==> config.mk <==
export PLATFORM = sky130hd
export DESIGN_NAME = digit_serial_adder_seq
export DESIGN_NICKNAME = d
export VERILOG_FILES = /design/src/rtl/digit_serial_adder_seq.sv
export SDC_FILE = /design/constraint.sdc
export NUM_CORES = 1
export LEC_CHECK = 0
export CORE_MARGIN = 3
export CORE_UTILIZATION = 47
export CTS_CLUSTER_SIZE = 10
export DETAILED_ROUTE_END_ITERATION = 7
export HOLD_SLACK_MARGIN = 0.08
export PLACE_DENSITY = 0.84
export SLEW_MARGIN = 40
export SYNTH_ARGS = -nofsm -noshare
export SYNTH_HDL_FRONTEND = slang
export SYNTH_SLANG_ARGS = --single-unit
==> constraint.sdc <==
create_clock -name clk -period 2.13 [get_ports clk]
set_input_delay 0.3195 -clock clk [delete_from_list [all_inputs] [get_ports clk]]
set_output_delay 0.3195 -clock clk [all_outputs]
set_load 0.01 [all_outputs]
==> src/rtl/digit_serial_adder_seq.sv <==
`default_nettype none
// ============================================================================
// Module   : digit_serial_adder_seq
// Purpose  : Sequential WIDTH-bit unsigned adder. Accepts an operand pair
//            through a valid/ready handshake, then drives an external
//            combinational 2-bit full-adder slice one digit per cycle,
//            LSB digit first. The carry between digits is kept in a register.
//            The full-width result is returned through a second valid/ready
//            handshake.
// Ports    : clk, rst                 - clock, synchronous active-high reset
//            in_valid_i / in_ready_o  - operand handshake
//            in_a_i, in_b_i, in_cin_i - operands and carry-in
//            out_valid_o/out_ready_i  - result handshake
//            out_sum_o, out_cout_o    - (a + b + cin) mod 2^WIDTH, carry-out
//            sl_a_o, sl_b_o, sl_cin_o - digit operands driven to the slice
//            sl_sum_i, sl_cout_i      - slice result (combinational)
// Revision : 1.0 - initial release
// ============================================================================
module digit_serial_adder_seq #(
  parameter int WIDTH = 8
) (
  input  logic             clk,
  input  logic             rst,
  input  logic             in_valid_i,
  output logic             in_ready_o,
  input  logic [WIDTH-1:0] in_a_i,
  input  logic [WIDTH-1:0] in_b_i,
  input  logic             in_cin_i,
  output logic             out_valid_o,
  input  logic             out_ready_i,
  output logic [WIDTH-1:0] out_sum_o,
  output logic             out_cout_o,
  output logic [1:0]       sl_a_o,
  output logic [1:0]       sl_b_o,
  output logic             sl_cin_o,
  input  logic [1:0]       sl_sum_i,
  input  logic             sl_cout_i
);

  localparam int D  = WIDTH / 2;
  localparam int KW = (D > 1) ? $clog2(D) : 1;
  localparam logic [KW-1:0] K_LAST = KW'(D - 1);

  if ((WIDTH < 2) || ((WIDTH % 2) != 0)) begin : g_bad_width
    $error("digit_serial_adder_seq: WIDTH must be even and >= 2");
  end

  typedef enum logic [1:0] {
    ST_IDLE = 2'd0,
    ST_RUN  = 2'd1,
    ST_DONE = 2'd2
  } state_t;

  state_t            state_q, state_d;
  logic [WIDTH-1:0]  a_q, a_d;
  logic [WIDTH-1:0]  b_q, b_d;
  logic [WIDTH-1:0]  sum_q, sum_d;
  logic              carry_q, carry_d;
  logic [KW-1:0]     k_q, k_d;
  logic [KW:0]       bit_idx;

  // Bit offset of the current digit: 2*k.
  assign bit_idx = {k_q, 1'b0};

  // The result registers double as the output holding registers, so the
  // last result stays visible after the handshake until the next accept.
  assign out_sum_o  = sum_q;
  assign out_cout_o = carry_q;

  always_ff @(posedge clk) begin
    if (rst) begin
      state_q <= ST_IDLE;
      a_q     <= '0;
      b_q     <= '0;
      sum_q   <= '0;
      carry_q <= 1'b0;
      k_q     <= '0;
    end else begin
      state_q <= state_d;
      a_q     <= a_d;
      b_q     <= b_d;
      sum_q   <= sum_d;
      carry_q <= carry_d;
      k_q     <= k_d;
    end
  end

  always_comb begin
    state_d     = state_q;
    a_d         = a_q;
    b_d         = b_q;
    sum_d       = sum_q;
    carry_d     = carry_q;
    k_d         = k_q;
    in_ready_o  = 1'b0;
    out_valid_o = 1'b0;
    sl_a_o      = 2'b00;
    sl_b_o      = 2'b00;
    sl_cin_o    = 1'b0;

    case (state_q)
      ST_IDLE: begin
        // Held low while rst is asserted so no operand is taken during reset.
        in_ready_o = ~rst;
        if (in_valid_i && !rst) begin
          state_d = ST_RUN;
          a_d     = in_a_i;
          b_d     = in_b_i;
          carry_d = in_cin_i;
          sum_d   = '0;
          k_d     = '0;
        end
      end

      ST_RUN: begin
        sl_a_o   = a_q[bit_idx +: 2];
        sl_b_o   = b_q[bit_idx +: 2];
        sl_cin_o = carry_q;
        sum_d[bit_idx +: 2] = sl_sum_i;
        carry_d  = sl_cout_i;
        if (k_q == K_LAST) begin
          state_d = ST_DONE;
          k_d     = '0;
        end else begin
          k_d = k_q + 1'b1;
        end
      end

      ST_DONE: begin
        out_valid_o = 1'b1;
        if (out_ready_i) begin
          state_d = ST_IDLE;
        end
      end

      default: begin
        state_d = ST_IDLE;
      end
    endcase
  end

endmodule
`default_nettype wire
==> results.sh <==
export IMPL_avgSynthCellArea_um2=8.97
export IMPL_finalSetupViolCount=0
export IMPL_fmax_mhz=484
export IMPL_nNetsFinal=236
export IMPL_cts_buffers=5
export IMPL_initial_core_util_pct=50.4
export IMPL_coreArea_um2=2830
export IMPL_hold_viol=0
export IMPL_via_count=1267
export IMPL_maxCapViolations=0
export IMPL_setup_ws_ns=0.0637
export IMPL_status="finished, final reports clean"
export IMPL_period_needed_ns=2.07
export IMPL_portBuffers=39
export IMPL_yosys_warnings=0
export IMPL_tightest_slew_ns=0.413
export IMPL_die_area_um2=3730
export IMPL_cts_buffer_depth=2
export IMPL_cts_hold_buf=0
export IMPL_start_kind="flip-flop"
export IMPL_ys_types=27
export IMPL_synthArstFlopShare_pct=0
export IMPL_drive_gt1_share_pct=12.6
export IMPL_cts_sinks=29
export IMPL_finalClockSkew_ns=0.00383
export IMPL_post_drt_wl_per_cell_um=14.0
export IMPL_ys_seq_area_share_pct=40.7
export IMPL_place_congestion=0.778
export IMPL_maxSlewViolCount=0
export IMPL_yosysMostFrequentCell="dfxtp_1"
export IMPL_pre_cts_ws_ns=0.0944
export IMPL_rr_startpoint="k_q[0]"
export IMPL_critPathArrivalTime_ns=1.75
export IMPL_power_mw=1.12
export IMPL_power_leakage_nw=0.733
export IMPL_synth_edf_count=0
export IMPL_cts_tree="yes"
export IMPL_ys_ff_latch=29
export IMPL_remaining_drc_errors=0
export IMPL_syn_cell_area_um2=1430
export IMPL_critical_path_class="flip-flop to primary output"
export IMPL_p_per_area_nw_per_um2=575
export IMPL_ir_worst_vdd_mv=0.482
export IMPL_synth_top_area_share_pct=40.7
export IMPL_syn_inst=159
export IMPL_area_growth_pct=36.8
export IMPL_wl_mm=3.31
export IMPL_drt_iter0_markers=78
export IMPL_period_share_pct=97.0
export IMPL_clk_pin_slew_ns=0.08
export IMPL_diodes=0
export IMPL_netlist_top_cells_area="dfxtp_1 (41%), nand2b_1 (9.2%), o21ai_0 (7.4%)"
export IMPL_grt_pass1_vias=1244
export IMPL_crit_fanout=2
export IMPL_endpoint_kind="primary output"
export IMPL_min_from="out_sum_o[6]"
export IMPL_synthesis_nets=189
export IMPL_crit_start="k_q[0]"
export IMPL_grt_first_pass_wirelength_mm=5.42
export IMPL_antenna_found_initial=0
export IMPL_io_pins=40
export IMPL_slew_headroom_pct=72.3
export IMPL_root_buffer="clkbuf_4"
export IMPL_vias_per_cell=5.35
export IMPL_grt_overflow_total=0
export IMPL_clkLatencyLatePin_ns=0.32
export IMPL_r2r_cells=6
export IMPL_fin_area_um2=1950
export IMPL_synthTopCellsByCount="dfxtp_1 (29), nand2b_1 (21), o21ai_0 (21)"
export IMPL_ant_nets=0
export IMPL_dp_hpwl_mm=2.51
export IMPL_die_y_um=61.1
export IMPL_placedInstanceArea_um2=1870
export IMPL_cts_max_level=2
export IMPL_drtPass1Iterations=4
export IMPL_grt_usage_pct=19.8
export IMPL_synth_flop_cell="dfxtp_1"
export IMPL_hold_path_depth=2
export IMPL_grt_max_degree=22
export IMPL_placementRows=19
export IMPL_synth_largest_area_cell="dfxtp_1"
export IMPL_cp_data_required_time_ns=1.81
export IMPL_fp_dieW_um=61.1
export IMPL_hp_class="flip-flop to flip-flop"
[logic make-up (layout without fill, tap and decap cells)]
family | Yosys count | after routing | share of synthesized area (%)
flops | 29 | 29 | 40.7
mux | 6 | 6 | 7.72
buf+inv | 16 | 63 | 5.35
simple gates | 66 | 66 | 26.5
fa+ha+maj | 6 | 6 | 5.26
compound gates | 36 | 36 | 14.5
[cells in the final DEF (no fill, tap or decap), types with 2 or more instances in the layout]
cell type / instances
clkbuf_4: 5
nand2_1: 20
o21ai_0: 21
ha_1: 6
nand3_1: 3
o21ai_1: 3
buf_4: 10
nor2b_1: 6
clkdlybuf4s50_1: 35
mux4_2: 4
inv_1: 6
nor2_1: 2
dlygate4sd2_1: 4
dfxtp_1: 27
mux2i_1: 2
nand2b_1: 21
nand3b_1: 2
nor3_1: 3
and2_1: 5
a21oi_1: 5
o32ai_1: 4
[cell type report]
cell class	count	area, µm²
Multi-Input combinational cell	114	769
Sequential cell	29	586
Fill cell	229	877
Timing Repair Buffer	50	480
Inverter	6	22.5
Clock buffer	7	55.1
Tap cell	31	38.8
[path summary, 6_finish.rpt]
| check | endpoint | slack, ns |
|---|---|---|
| worst min register to register | out_sum_o[6] | 0.48 |
| worst max-delay path | sl_a_o[0] | 0.06 |
| worst min-delay path | out_sum_o[6] | 0.48 |
| worst max register to register | out_sum_o[6] | 0.31 |
[layer usage]
metal / GRT usage (%) / share of wire, % / vias to the layer above
met1: 22.0 / 41 / 578
met2: 33.7 / 51 / 44
met5: 0 / 0 / -
met3: 7.34 / 5.7 / 9
met4: 8.98 / 2.4 / 0
li1: - / - / 636
[power by group]
group / total, mW / internal [mW] / switching, mW
sequential: 0.591 / 0.571 / 0.0202
clock: 0.328 / 0.155 / 0.172
combinational: 0.203 / 0.118 / 0.0854
[flip-flops by register name, indices dropped and copies added, names as in the netlist]
register,cells
a_q,8
b_q,8
k_q,2
out_cout_o,1
out_sum_o,8
state_q,2
[worst max-delay path: stages, from the launching register on]
cell and delay [ns]:
dfxtp_4 0.36, buf_4 0.12, mux4_2 0.49, and2_1 0.18, dlygate4sd2_1 0.28
[metrics by stage]
stage	utilization [%]	TNS (ns)	std cells	hold slack [ns]
CTS	68.3	0	236	0.478
global placement	66.1	0	228	0.451
floorplan	-	0	159	0.428
detailed placement	66.1	0	228	0.466
finish	69.0	0	237	0.476
global route	69.0	-0.000114	237	0.503
[what timing repair did]
action	in CTS	in global routing
endpoints found under the setup margin	4	1
resized for setup	7	0
buffers inserted	1	1
(Power assumes the default switching activity.)
